`src/rtl/lcd_text_writer.sv`:
```
// HD44780 text writer over a 4-bit bus: power-up init, then streams characters
// and newline / carriage-return / form-feed controls with cursor tracking.
//
// state        | meaning
// PWR_WAIT     | power-up delay after reset
// INIT         | 4-bit init nibbles followed by the configuration bytes
// IDLE         | ready for a byte (in_ready = 1)
// SEND_ADDR    | DDRAM address command (cursor move or wrap re-address)
// SEND_BYTE    | character data byte or clear-display command
module lcd_text_writer #(
   parameter int FREQ     = 50_000_000,
   parameter int COLS     = 16,
   parameter int ROWS     = 2,
   parameter int CURSOR   = 0,
   parameter int BLINK    = 0,
   parameter int T_PWR_US = 15000
) (
   input  logic       CLK,
   input  logic       RST,
   input  logic [7:0] in_data,
   input  logic       in_valid,
   output logic       in_ready,
   output logic       byte_done,
   output logic       init_done,
   output logic [1:0] cur_row,
   output logic [5:0] cur_col,
   output logic [3:0] LCD_D,
   output logic       LCD_RS,
   output logic       LCD_E
);

   localparam int T1US   = (FREQ / 1_000_000 < 1) ? 1 : FREQ / 1_000_000;
   localparam int PWR_US = (T_PWR_US < 1) ? 1 : T_PWR_US;
   localparam int MAX_US = (PWR_US > 4100) ? PWR_US : 4100;
   localparam int CW     = $clog2(MAX_US * T1US + 1);

   localparam logic [CW-1:0] C_T1  = CW'(T1US - 1);
   localparam logic [CW-1:0] C_PWR = CW'(PWR_US * T1US - 1);

   localparam logic [1:0] LAST_ROW = 2'(ROWS - 1);
   localparam logic [5:0] LAST_COL = 6'(COLS - 1);
   localparam logic [7:0] COLS8    = 8'(COLS);
   localparam logic [7:0] FS_CMD   = (ROWS > 1) ? 8'h28 : 8'h20;
   localparam logic [7:0] DISP_ON  = 8'h0C | ((CURSOR != 0) ? 8'h02 : 8'h00)
                                           | ((BLINK != 0) ? 8'h01 : 8'h00);

   typedef enum logic [2:0] {
      ST_PWR_WAIT,
      ST_INIT,
      ST_IDLE,
      ST_SEND_ADDR,
      ST_SEND_BYTE
   } state_t;

   typedef enum logic [1:0] {
      PH_IDLE,
      PH_SETUP,
      PH_EHI,
      PH_DLY
   } phase_t;

   state_t        r_state, w_next;
   phase_t        r_ph;
   logic [CW-1:0] r_cnt, r_dly, w_dly_cyc;
   logic [3:0]    r_step, w_n_steps;
   logic [3:0]    r_lcd_d, w_nib;
   logic          r_lcd_rs, r_lcd_e, w_rs;
   logic [1:0]    r_row, w_row_inc;
   logic [5:0]    r_col;
   logic          r_wrap, r_then_data, r_rs;
   logic [7:0]    r_byte, r_addr, w_xb;
   logic          r_init_done, r_byte_done;
   logic [12:0]   w_dly_us;
   logic          w_busy, w_more, w_load, w_seq_end, w_accept, w_ready;
   logic          w_eng_idle, w_nib_done;

   function automatic logic [7:0] row_base(input logic [1:0] row);
      case (row)
         2'd0:    row_base = 8'h00;
         2'd1:    row_base = 8'h40;
         2'd2:    row_base = COLS8;
         default: row_base = 8'h40 + COLS8;
      endcase
   endfunction

   assign w_eng_idle = (r_ph == PH_IDLE);
   assign w_nib_done = (r_ph == PH_DLY) && (r_cnt == '0);
   assign w_row_inc  = (r_row == LAST_ROW) ? 2'd0 : r_row + 2'd1;
   assign w_dly_cyc  = CW'(32'(w_dly_us) * T1US - 1);

   // nibble, RS and post-strobe delay for the current step of the active sequence
   always_comb begin
      w_xb = r_byte;
      w_rs = r_rs;
      case (r_state)
         ST_INIT: begin
            w_rs = 1'b0;
            case (r_step)
               4'd4, 4'd5:   w_xb = FS_CMD;
               4'd6, 4'd7:   w_xb = 8'h08;
               4'd8, 4'd9:   w_xb = 8'h01;
               4'd10, 4'd11: w_xb = 8'h06;
               default:      w_xb = DISP_ON;
            endcase
         end
         ST_SEND_ADDR: begin
            w_xb = r_addr;
            w_rs = 1'b0;
         end
         default: ;
      endcase
      w_nib = r_step[0] ? w_xb[3:0] : w_xb[7:4];
      if (!r_step[0])
         w_dly_us = 13'd10;
      else if (!w_rs && (w_xb == 8'h01 || w_xb == 8'h02))
         w_dly_us = 13'd3000;
      else
         w_dly_us = 13'd53;
      if (r_state == ST_INIT && r_step < 4'd4) begin
         w_nib    = (r_step == 4'd3) ? 4'h2 : 4'h3;
         w_dly_us = (r_step == 4'd0) ? 13'd4100 : 13'd100;
      end
   end

   always_ff @(posedge CLK) begin
      if (RST) r_state <= ST_PWR_WAIT;
      else     r_state <= w_next;
   end

   always_comb begin
      w_next = r_state;
      case (r_state)
         ST_PWR_WAIT:  if (r_cnt == '0) w_next = ST_INIT;
         ST_INIT:      if (w_seq_end) w_next = ST_IDLE;
         ST_IDLE: begin
            if (w_accept) begin
               if (in_data == 8'h0A || in_data == 8'h0D) w_next = ST_SEND_ADDR;
               else if (in_data == 8'h0C)                w_next = ST_SEND_BYTE;
               else if (r_wrap)                          w_next = ST_SEND_ADDR;
               else                                      w_next = ST_SEND_BYTE;
            end
         end
         ST_SEND_ADDR: if (w_seq_end) w_next = r_then_data ? ST_SEND_BYTE : ST_IDLE;
         ST_SEND_BYTE: if (w_seq_end) w_next = ST_IDLE;
         default:      w_next = ST_PWR_WAIT;
      endcase
   end

   always_comb begin
      w_busy    = (r_state == ST_INIT) || (r_state == ST_SEND_ADDR) ||
                  (r_state == ST_SEND_BYTE);
      w_n_steps = (r_state == ST_INIT) ? 4'd14 : 4'd2;
      w_more    = (r_step < w_n_steps);
      w_load    = w_busy && (w_eng_idle || w_nib_done) && w_more;
      w_seq_end = w_busy && w_nib_done && !w_more;
      w_ready   = (r_state == ST_IDLE);
      w_accept  = w_ready && in_valid;
   end

   always_ff @(posedge CLK) begin
      if (RST) begin
         r_cnt       <= C_PWR;
         r_dly       <= '0;
         r_ph        <= PH_IDLE;
         r_step      <= '0;
         r_lcd_d     <= '0;
         r_lcd_rs    <= 1'b0;
         r_lcd_e     <= 1'b0;
         r_row       <= '0;
         r_col       <= '0;
         r_wrap      <= 1'b0;
         r_then_data <= 1'b0;
         r_rs        <= 1'b0;
         r_byte      <= '0;
         r_addr      <= '0;
         r_init_done <= 1'b0;
         r_byte_done <= 1'b0;
      end else begin
         r_byte_done <= w_seq_end && ((r_state == ST_SEND_BYTE) ||
                        (r_state == ST_SEND_ADDR && !r_then_data));
         if (r_state == ST_INIT && w_seq_end) r_init_done <= 1'b1;

         if (r_state != w_next) r_step <= '0;
         else if (w_load)       r_step <= r_step + 4'd1;

         // strobe engine: setup -> E high -> post delay, chaining directly into the next nibble
         if (w_load) begin
            r_lcd_d  <= w_nib;
            r_lcd_rs <= w_rs;
            r_dly    <= w_dly_cyc;
            r_cnt    <= C_T1;
            r_ph     <= PH_SETUP;
         end else begin
            case (r_ph)
               PH_IDLE:  if (r_state == ST_PWR_WAIT && r_cnt != '0) r_cnt <= r_cnt - 1'b1;
               PH_SETUP: begin
                  if (r_cnt == '0) begin
                     r_ph    <= PH_EHI;
                     r_lcd_e <= 1'b1;
                     r_cnt   <= C_T1;
                  end else r_cnt <= r_cnt - 1'b1;
               end
               PH_EHI: begin
                  if (r_cnt == '0) begin
                     r_ph    <= PH_DLY;
                     r_lcd_e <= 1'b0;
                     r_cnt   <= r_dly;
                  end else r_cnt <= r_cnt - 1'b1;
               end
               default: begin
                  if (r_cnt == '0) r_ph  <= PH_IDLE;
                  else             r_cnt <= r_cnt - 1'b1;
               end
            endcase
         end

         if (w_accept) begin
            r_then_data <= 1'b0;
            r_wrap      <= 1'b0;
            case (in_data)
               8'h0A: begin
                  r_col  <= '0;
                  if (!r_wrap) r_row <= w_row_inc;
                  r_addr <= 8'h80 | row_base(r_wrap ? r_row : w_row_inc);
               end
               8'h0D: begin
                  r_col  <= '0;
                  r_addr <= 8'h80 | row_base(r_row);
               end
               8'h0C: begin
                  r_byte <= 8'h01;
                  r_rs   <= 1'b0;
                  r_row  <= '0;
                  r_col  <= '0;
               end
               default: begin
                  r_byte      <= in_data;
                  r_rs        <= 1'b1;
                  r_then_data <= 1'b1;
                  r_addr      <= 8'h80 | (row_base(r_row) + {2'b00, r_col});
                  if (r_col == LAST_COL) begin
                     r_col  <= '0;
                     r_row  <= w_row_inc;
                     r_wrap <= 1'b1;
                  end else begin
                     r_col <= r_col + 6'd1;
                  end
               end
            endcase
         end
      end
   end

   assign in_ready  = w_ready;
   assign byte_done = r_byte_done;
   assign init_done = r_init_done;
   assign cur_row   = r_row;
   assign cur_col   = r_col;
   assign LCD_D     = r_lcd_d;
   assign LCD_RS    = r_lcd_rs;
   assign LCD_E     = r_lcd_e;

endmodule

```
`config.mk`:
```
export PLATFORM = sky130hd
export DESIGN_NAME = lcd_text_writer
export DESIGN_NICKNAME = d
export VERILOG_FILES = /design/src/rtl/lcd_text_writer.sv
export SDC_FILE = /design/constraint.sdc
export NUM_CORES = 1
export LEC_CHECK = 0
export CORE_MARGIN = 3
export CORE_UTILIZATION = 55
export CTS_BUF_LIST = sky130_fd_sc_hd__clkbuf_4 sky130_fd_sc_hd__clkbuf_8
export DETAILED_ROUTE_END_ITERATION = 8
export PLACE_DENSITY = 0.74
export REMOVE_ABC_BUFFERS = 1
export SYNTH_ARGS = -nofsm -noshare
export SYNTH_HDL_FRONTEND = slang
export SYNTH_SLANG_ARGS = --single-unit
```
`constraint.sdc`:
```
create_clock -name CLK -period 9.45 [get_ports CLK]
set_input_delay 2.3625 -clock CLK [delete_from_list [all_inputs] [get_ports CLK]]
set_output_delay 2.3625 -clock CLK [all_outputs]
set_load 0.02 [all_outputs]
```
==> impl_metrics.toml, run 1 <==
[power_and_ir_drop]
leakagePower_nw = 2.29
ir_worst_vdd_mv = 0.113
p_per_area_mw_per_mm2 = 116

[sta]
finalCritPeriodShare_pct = 59.9
hold_violations = 0
setup_slack_ns = 3.79
final.min_clock_period_ns = 5.66
clock.fmax_mhz = 177
max_slew_margin_pct = 35.4
setup_tns_ns = 0
rsz0062_at_grt = "false"
timing.hold.ws_ns = 0.459
finalMaxSlewViolations = 0
tightest_slew_ns = 0.969
setup_viol = 0
finalClockSkew_ns = 0.0179

[floorplanning]
initial_core_util_pct = 57.7
die_w_um = 108
core-area_mm2 = 0.0100
die_h_um = 108
ios = 28
row_count = 36
dieArea_mm2 = 0.0118

[placement]
dp_cells = 855
hpwl_mm = 11.4
gp_congestion = 0.939
dp_slack_ns = 3.86
io_buffers = 27

[route]
first_pass_iters = 7
route.vias.total = 5359
drtIter0Drc = 467
viasPerCell = 6.15
drtAntennaViolNets = 0
drc_errors = 0
drt_wl_total_mm = 15.2
wl_per_cell_um = 17.5

[finish]
final_util_pct = 63.2
final_nets = 782
multi_input_area_mm2 = 0.00370
insertedDiodeCount = 0
ff_latch_area_mm2 = 0.00178
final_cells = 871
num-fill-cells = 922
drive_gt1_share_pct = 6.78
area_delta_synth_final_pct = 9.49
layout_commonest_cell = "nor2_1"
layout_common_cells = "nor2_1 (93), dfxtp_1 (89), nand2_1 (67)"

[logic_synthesis]
ys.warnings.count = 0
synth_area_leaders = "dfxtp_1 (31%), ha_1 (7.4%), nor2_1 (6.0%)"
netlist_area_mm2 = 0.00577
netlist.top_cell.by_area = "dfxtp_1"
synth_cell_types = 79
syn_avg_cell_area_um2 = 7.96
synth_edf_count = 0
netlist_instances = 725
ys_ff_latch = 89
ys.flop_type = "dfxtp_1"
async_reset_ff_share_pct = 0
synth_top_area_share_pct = 30.9
synth-seq-area-share_pct = 30.9

[critical_path]
crit_type = "register to register"
path_cells = "mux2_2 > mux2i_4 > xor2_2 > a31oi_1 > nor2_1 > ha_1 > ha_1 > ha_1 > fa_1 > or4b_1 > nor4b_1 > o221a_2 > o2111ai_1 > a2111o_1 > nand2_1"
arrival_ns = 5.97
regToRegSetupSlack_ns = 3.79
slowest_stage = "dfxtp_1"
worstSetupEndpoint = "r_dly[17]$_SDFFE_PP0P_"
r2r-end = "r_dly[17]$_SDFFE_PP0P_"
end_kind = "register"
slowest_delay_ns = 0.74
r2r_start = "r_state[1]$_SDFF_PP0_"
cpMostUsedCell = "ha_1"
cp.required_ns = 9.76
crit_start = "r_state[1]$_SDFF_PP0_"
cp-start-kind = "register"
cp_max_fo = 20
r2r_cells = 15

[global_routing]
grt_start_max_net_pins = 60
grt_pass1_vias = 4994
antenna_found_initial = 0
grt_usage_pct = 27.1
overflow = 0
grt_pass1_wl_mm = 25.5

[clock_network]
cts_tree = "built"
htree_levels = 3
clkTransAtPathRegs_ns = 0.09
cts-resized-gates = 0
cts_buffers = 9
cts.sinks = 89
post_cts_buffers = 0
clock_latency_ns = 0.37
holdBufCountCts = 0
clockBufferDepth = 2
ctsRootBufferMaster = "clkbuf_8"

[outcome]
run_status = "complete, no violations"

[job]
maxCapViolCount = 0

[min_path]
hold_path.class = "register to register"
sequential cells by signal, summed over array words and instances (netlist names), named ones only:
signal / cells
LCD_D: 4
LCD_E: 1
LCD_RS: 1
byte_done: 1
cur_col: 6
cur_row: 2
init_done: 1
r_addr: 8
r_byte: 8
r_cnt: 20
r_dly: 20
r_ph: 2
r_rs: 1
r_state: 3
r_step: 4
r_then_data: 1
r_wrap: 1
cell type report:
class	count	area share [%]
Sequential cell	89	28.2
Clock inverter	7	2.00
Timing Repair Buffer	30	4.55
Tap cell	133	2.63
Multi-Input combinational cell	568	58.6
Inverter	35	2.08
Clock buffer	9	1.96
cell families (layout without fill, tap and decap cells):
family / count (synthesis) / in the layout / share of synthesized area, %
DFF: 89 / 89 / 30.9
adders and majority gates: 38 / 38 / 8.76
and+or+nand+nor: 280 / 280 / 24.0
other: 2 / 4 / 0.130
xor gates and xnor gates: 17 / 17 / 2.71
AOI/OAI and AO/OA: 214 / 214 / 25.2
buffers and inverters: 70 / 81 / 5.12
muxes: 15 / 15 / 3.16
cell usage after synthesis (5+ instances only):
cell and number:
nor2b_1 5, xor2_1 6, nor2_1 93, nor4_1 7, nand4_1 7, inv_1 34, nor3b_1 6, o22ai_1 8
a211oi_1 22, and3_1 8, mux2_2 6, nand3_1 23, xnor2_1 10, nand2_1 67, clkbuf_1 23, a21oi_1 63
o21ai_0 41, nor3_1 20, and2_1 8, or3_1 5, o21a_1 5, buf_2 8, dfxtp_1 89, a22oi_1 13
a311oi_1 6, mux2i_1 7, ha_1 34
metal layers:
| layer | part of all wire (%) | track usage [%] |
|---|---|---|
| met5 | 0 | 0 |
| met4 | 2.2 | 8.21 |
| met3 | 5.4 | 4.18 |
| met2 | 46 | 43.1 |
| met1 | 46 | 37.8 |
power breakdown:
group | switching, W | leakage (nW) | internal, W | total [W]
logic | 0.0000229 | 1.46 | 0.0000127 | 0.0000356
clock network | 0.000144 | 0.122 | 0.000179 | 0.000323
registers | 0.00000148 | 0.718 | 0.000376 | 0.000377
worst max-delay path, delay by kind of cell (launching register included):
kind	cells	cell delay (ns)
xor gates and xnor gates	1	0.15
muxes	2	0.66
DFF	1	0.74
and+or+nand+nor	4	1.23
adders and majority gates	4	1.46
AOI/OAI and AO/OA	4	1.37
worst min path at each step:
| stage | start | to | slack [ns] | depth (start not counted) |
|---|---|---|---|---|
| floorplan | r_addr[0]$_SDFFE_PP0P_ | r_addr[0]$_SDFFE_PP0P_ | 0.42 | 2 |
| global placement | LCD_RS$_SDFFE_PP0P_ | LCD_RS$_SDFFE_PP0P_ | 0.44 | 2 |
| detailed placement | r_dly[12]$_SDFFE_PP0P_ | r_dly[12]$_SDFFE_PP0P_ | 0.45 | 2 |
| CTS | r_dly[12]$_SDFFE_PP0P_ | r_dly[12]$_SDFFE_PP0P_ | 0.46 | 2 |
| global route | r_dly[12]$_SDFFE_PP0P_ | r_dly[12]$_SDFFE_PP0P_ | 0.48 | 2 |
| finish | r_dly[15]$_SDFFE_PP0P_ | r_dly[15]$_SDFFE_PP0P_ | 0.46 | 2 |
per-stage QoR:
| step | area [um2] | total power, W |
|---|---|---|
| 6_report | 6320 | 0.000736 |
| 5_1_grt | 6320 | 0.000762 |
| 4_1_cts | 6320 | 0.000741 |
| 3_5_place_dp | 6070 | 0.000421 |
| 3_3_place_gp | 6070 | 0.000421 |
| 2_1_floorplan | 5620 | 0.000405 |
Note: power is estimated with default switching activity, not from simulation.
==> run 2: changes to the inputs <==
- PLACE_DENSITY: 0.74 -> 0.77
- clock period: 9.45 -> 5.1 ns (I/O delays scaled with it)
==> run 2 against run 1 <==
- utilization increased by 1.4 points
- die area stayed put
- final cell count is 1.7% higher
- non-clock buffer count up 14
- setup slack worse by 3.6 ns
- clock skew down 0.0045 ns
- sequential share of layout area decreased by 0.58 points
- combinational power is 93% higher
- critical path depth did not move
- routed wire length is 4.2% higher
- sequential power is 85% higher
- largest power group unchanged
==> impl_metrics.toml, run 2 (synthesized netlist as in run 1, its figures left out) <==
[finish]
layout_common_cells = "nor2_1 (92), dfxtp_1 (87), nand2_1 (67)"
layout_commonest_cell = "nor2_1"
final_cells = 886
final_nets = 797
insertedDiodeCount = 0
area_delta_synth_final_pct = 11.9
reg_top3 = "r_cnt x20, r_dly x20"
drive_gt1_share_pct = 10.4

[placement]
hpwl_mm = 11.6
io_buffers = 27
dp_cells = 867
gp_congestion = 0.942

[critical_path]
cp.required_ns = 5.41
regToRegSetupSlack_ns = 0.22
r2r_cells = 15
r2r-end = "r_dly[17]$_SDFFE_PP0P_"
arrival_ns = 5.19
worstSetupEndpoint = "r_dly[17]$_SDFFE_PP0P_"
cp_max_fo = 6
r2r_start = "r_state[1]$_SDFF_PP0_"
end_kind = "register"
crit_type = "register to register"
cp-start-kind = "register"
crit_start = "r_state[1]$_SDFF_PP0_"

[sta]
final.min_clock_period_ns = 4.88
clock.fmax_mhz = 205
hold_violations = 0
finalCritPeriodShare_pct = 95.7
finalClockSkew_ns = 0.0134
tightest_slew_ns = 0.975
setup_viol = 0
max_slew_margin_pct = 35.0
finalMaxSlewViolations = 0

[outcome]
run_status = "complete, no violations"

[power_and_ir_drop]
p_total_w = 0.00129
ir_worst_vdd_mv = 0.181
leakagePower_nw = 2.37
p_per_area_mw_per_mm2 = 199

[route]
drc_errors = 0
drtAntennaViolNets = 0
route.vias.total = 5542
viasPerCell = 6.26
wl_per_cell_um = 17.9
drtIter0Drc = 426
drt_wl_total_mm = 15.9
first_pass_iters = 5

[floorplanning]
die_w_um = 108
dieArea_mm2 = 0.0118
ios = 28
initial_core_util_pct = 57.7
row_count = 36
die_h_um = 108
core-area_mm2 = 0.0100

[clock_network]
cts_tree = "built"
clkTransAtPathRegs_ns = 0.09
ctsRootBufferMaster = "clkbuf_8"
htree_levels = 3
holdBufCountCts = 0
clock_latency_ns = 0.37
cts_buffers = 9
clockBufferDepth = 2
cts.sinks = 89

[min_path]
hold_path.class = "register to register"

[global_routing]
overflow = 0
antenna_found_initial = 0
grt_start_max_net_pins = 59
grt_pass1_wl_mm = 26.2
grt_pass1_vias = 5248
grt_usage_pct = 27.8

[job]
maxCapViolCount = 0
## run 2: cell count changes in the layout (fill, tap and decap cells not counted), sizes merged
| cell | previous run | this run |
|---|---|---|
| buf | 4 | 18 |
| bufinv | 3 | 1 |
| clkbuf | 9 | 11 |
| clkinvlp | 1 | 2 |
| inv | 37 | 36 |
| nor2b | 6 | 7 |
## run 2: per-stage QoR
stage / util [%] / worst slack [ns] / area (um2) / hold slack, ns / setup TNS [ns]
floorplan: - / 0.0164 / 5620 / 0.422 / 0
CTS: 63.8 / 0.0103 / 6380 / 0.451 / 0
finish: 64.6 / 0.219 / 6460 / 0.449 / 0
global placement: 61.6 / 0.131 / 6160 / 0.442 / 0
detailed placement: 61.6 / -0.0299 / 6160 / 0.438 / -0.0871
global route: 64.6 / -0.0277 / 6460 / 0.471 / -0.0403
## run 2: final cells by class
cell class / count / area, um2
multi-input combinational: 569 / 3760
clock inverter: 5 / 62.6
timing repair buffer: 44 / 405
fill: 879 / 3540
sequential: 89 / 1780
tap: 133 / 166
clock buffer: 11 / 151
inverter: 35 / 131
## run 2: worst max-delay path: stages (launching register included)
cell and delay [ns]:
dfxtp_2 0.40, mux2_2 0.38, mux2i_4 0.21, xor2_2 0.27
a31oi_1 0.15, nor2_1 0.17, ha_1 0.26, ha_1 0.27
ha_1 0.33, fa_2 0.52, or4b_1 0.60, nor4b_4 0.29
o221a_2 0.24, o2111ai_1 0.18, a2111o_1 0.47, nand2_1 0.08
## run 2: worst min-delay path by stage
| stage | startpoint | to | slack [ns] | cells past startpoint |
|---|---|---|---|---|
| global placement | r_dly[19]$_SDFFE_PP0P_ | r_dly[19]$_SDFFE_PP0P_ | 0.44 | 2 |
| global route | r_dly[19]$_SDFFE_PP0P_ | r_dly[19]$_SDFFE_PP0P_ | 0.47 | 2 |
| detailed placement | r_dly[19]$_SDFFE_PP0P_ | r_dly[19]$_SDFFE_PP0P_ | 0.44 | 2 |
| CTS | r_dly[19]$_SDFFE_PP0P_ | r_dly[19]$_SDFFE_PP0P_ | 0.45 | 2 |
| floorplan | r_addr[0]$_SDFFE_PP0P_ | r_addr[0]$_SDFFE_PP0P_ | 0.42 | 2 |
| finish | r_dly[19]$_SDFFE_PP0P_ | r_dly[19]$_SDFFE_PP0P_ | 0.45 | 2 |
## run 2: what timing repair did
item,4_1_cts,5_1_grt
pin swaps,0,2
endpoints found under the setup margin,5,8
cloned,0,1
gates resized for setup,1,13
buffers inserted,0,2
## run 2: layer usage
layer / track usage, % / vias to the layer above / wire length (um)
met3: 4.24 / 43 / 653
met1: 35.6 / 2645 / 7020
li1: - / 2689 / -
met5: 0 / - / 0
met4: 13.5 / 0 / 641
met2: 45.5 / 165 / 7570
## run 2: power breakdown
group	switching [W]	internal [W]	leakage [nW]
clock	0.000265	0.000256	0.102
sequential	0.00000277	0.000696	0.719
combinational	0.0000446	0.0000240	1.55
total	0.000312	0.000976	2.37
==> run 3: changes to the inputs <==
- ABC_AREA: unset -> 1
==> run 3 against run 2 <==
- die area up 0.39%
- register-to-register slack better by 0.42 ns
- final area fell by 1.6%
- synthesized cell count rose by 15%
- setup slack better by 0.42 ns
- sequential share of layout area up 0.42 points
- utilization down 1.1 points
- routed wire length down 8.8%
- sequential power hardly changed
- via count fell by 1.9%
- power rose by 2.0%
- critical path depth up 6
- critical endpoint is now r_dly[10]$_SDFFE_PP0P_
- highest routed layer unchanged
==> impl_metrics.toml, run 3 <==
[outcome]
run_status = "complete, no violations"

[clock_network]
htree_levels = 3
clkTransAtPathRegs_ns = 0.10
ctsRootBufferMaster = "clkbuf_8"
cts-resized-gates = 0
clock_latency_ns = 0.38
post_cts_buffers = 0
holdBufCountCts = 0
cts_buffers = 9
clockBufferDepth = 2
cts_tree = "built"
cts.sinks = 89

[placement]
hpwl_mm = 11.0
gp_congestion = 0.992
dp_cells = 973
io_buffers = 27

[critical_path]
end_kind = "register"
regToRegSetupSlack_ns = 0.64
arrival_ns = 4.71
cpMostUsedCell = "nand2_1"
path_cells = "nand2_4 > nor2_2 > nand2_1 > nand2_1 > nor2_1 > nand2_1 > nand2_4 > nand2_1 > nand2_1 > nor2_4 > inv_1 > ha_1 > ha_1 > ha_1 > fa_1 > xnor2_1 > nand2_1 > nor4_1 > nand2_1 > xor2_1 > o22ai_1"
cp.required_ns = 5.34
cp-start-kind = "register"
crit_type = "register to register"
cp_max_fo = 9
slowest_delay_ns = 0.61
slowest_stage = "dfxtp_1"

[floorplanning]
dieArea_mm2 = 0.0118
core-area_mm2 = 0.0100
die_h_um = 109
die_w_um = 109
row_count = 36
ios = 28
initial_core_util_pct = 58.0

[sta]
final.min_clock_period_ns = 4.46
setup_tns_ns = 0
finalCritPeriodShare_pct = 87.5
hold_violations = 0
finalMaxSlewViolations = 0
timing.hold.ws_ns = 0.459
clock.fmax_mhz = 224
tightest_slew_ns = 0.900
max_slew_margin_pct = 39.8
setup_viol = 0
finalClockSkew_ns = 0.0179
rsz0062_at_grt = "false"

[finish]
layout_commonest_cell = "nand2_1"
drive_gt1_share_pct = 9.23
insertedDiodeCount = 0
final_nets = 900
reg_top3 = "r_cnt x20, r_dly x20"
area_delta_synth_final_pct = 9.65
layout_common_cells = "nand2_1 (185), inv_1 (105), dfxtp_1 (89)"
final_cells = 989
ff_latch_area_mm2 = 0.00178
num-fill-cells = 967
multi_input_area_mm2 = 0.00346

[logic_synthesis]
synth.most_common_cell = "nand2_1"
synth_xor_area_share_pct = 4.08
async_reset_ff_share_pct = 0
synth-seq-area-share_pct = 30.7
synth.area.mux_share_pct = 0
synthTopCellsByCount = "nand2_1 (185), inv_1 (105), dfxtp_1 (89)"
ys.warnings.count = 0
ys.flop_type = "dfxtp_1"
synth_compound_area_share_pct = 14.3
netlist_area_mm2 = 0.00580
synth_top_area_share_pct = 30.7
synth_area_leaders = "dfxtp_1 (31%), nand2_1 (12%), ha_1 (7.3%)"
netlist.top_cell.by_area = "dfxtp_1"
ys_ff_latch = 89
netlist_instances = 833
synth_cell_types = 55
synth_edf_count = 0
synth-simple-area-share_pct = 32.3
synth_adder_area_share_pct = 8.72
syn_avg_cell_area_um2 = 6.96
synth_top_family_by_area = "simple AND/OR/NAND/NOR gates"

[route]
drtIter0Drc = 271
drc_errors = 0
viasPerCell = 5.50
route.vias.total = 5436
drtAntennaViolNets = 0
drt_wl_total_mm = 14.5
wl_per_cell_um = 14.7
wl_met3_um = 702
met1_length_mm = 6.36
first_pass_iters = 6
route.met2.wl_mm = 7.08
highest_layer = "met4"

[global_routing]
grt_pass1_wl_mm = 24.7
antenna_found_initial = 0
overflow = 0
grt_start_max_net_pins = 29
grt_pass1_vias = 5335
grt_usage_pct = 26.2

[power_and_ir_drop]
leakagePower_nw = 2.74
p_total_w = 0.00131
p_per_area_mw_per_mm2 = 207
ir_worst_vdd_mv = 0.166

[job]
maxCapViolCount = 0

[min_path]
hold_path.class = "register to register"
==> run 3: layout make-up <==
class | count | area share (%)
Timing Repair Buffer | 28 | 4.37
Multi-Input combinational cell | 606 | 54.4
Clock inverter | 6 | 1.42
Clock buffer | 10 | 2.17
Sequential cell | 89 | 28.0
Inverter | 117 | 6.99
Tap cell | 133 | 2.62
==> run 3: final timing paths <==
kind | startpoint | endpoint | cells past startpoint
setup reg to reg | r_state[0]$_SDFF_PP0_ | r_dly[10]$_SDFFE_PP0P_ | 21
hold reg to reg | r_dly[6]$_SDFFE_PP0P_ | r_dly[6]$_SDFFE_PP0P_ | 2
hold / removal | r_dly[6]$_SDFFE_PP0P_ | r_dly[6]$_SDFFE_PP0P_ | 2
setup / recovery | r_state[0]$_SDFF_PP0_ | r_dly[10]$_SDFFE_PP0P_ | 21
==> run 3: metrics by stage <==
stage / instance area, um2 / setup WS (ns) / utilization, %
after floorplan: 5680 / 1.14 / -
after global placement: 6130 / 0.874 / 61.3
after detailed placement: 6130 / 0.674 / 61.3
after CTS: 6350 / 0.684 / 63.6
after global routing: 6350 / 0.267 / 63.6
final: 6350 / 0.636 / 63.6
==> run 3: per-layer routing <==
layer | GRT usage [%] | vias up
met5 | 0 | -
li1 | - | 2737
met1 | 32.8 | 2502
met3 | 4.32 | 30
met2 | 45.2 | 167
met4 | 9.83 | 0
==> run 3: cell families (layout without fill, tap and decap cells) <==
family | count (synthesis) | after routing
AND/OR/NAND/NOR | 397 | 397
XOR/XNOR | 24 | 24
other | 2 | 4
adder cells (fa/ha/maj) | 38 | 38
flip-flops | 89 | 89
AO/OA/AOI/OAI | 143 | 143
buffers and inverters | 140 | 161
==> run 3: worst max-delay path: cells and delay by family (launching register included) <==
family                     cells  cell delay, ns
AOI/OAI and AO/OA              1            0.08
xor gates and xnor gates       2            0.53
adders and majority gates      4            1.26
buffers and inverters          1            0.08
DFF                            1            0.61
and+or+nand+nor               13            1.79
==> run 3: power breakdown <==
group | switching [W] | internal, W | total [W]
clock network | 0.000267 | 0.000291 | 0.000558
logic | 0.0000368 | 0.0000220 | 0.0000588
registers | 0.00000147 | 0.000696 | 0.000698
total | 0.000305 | 0.00101 | 0.00131
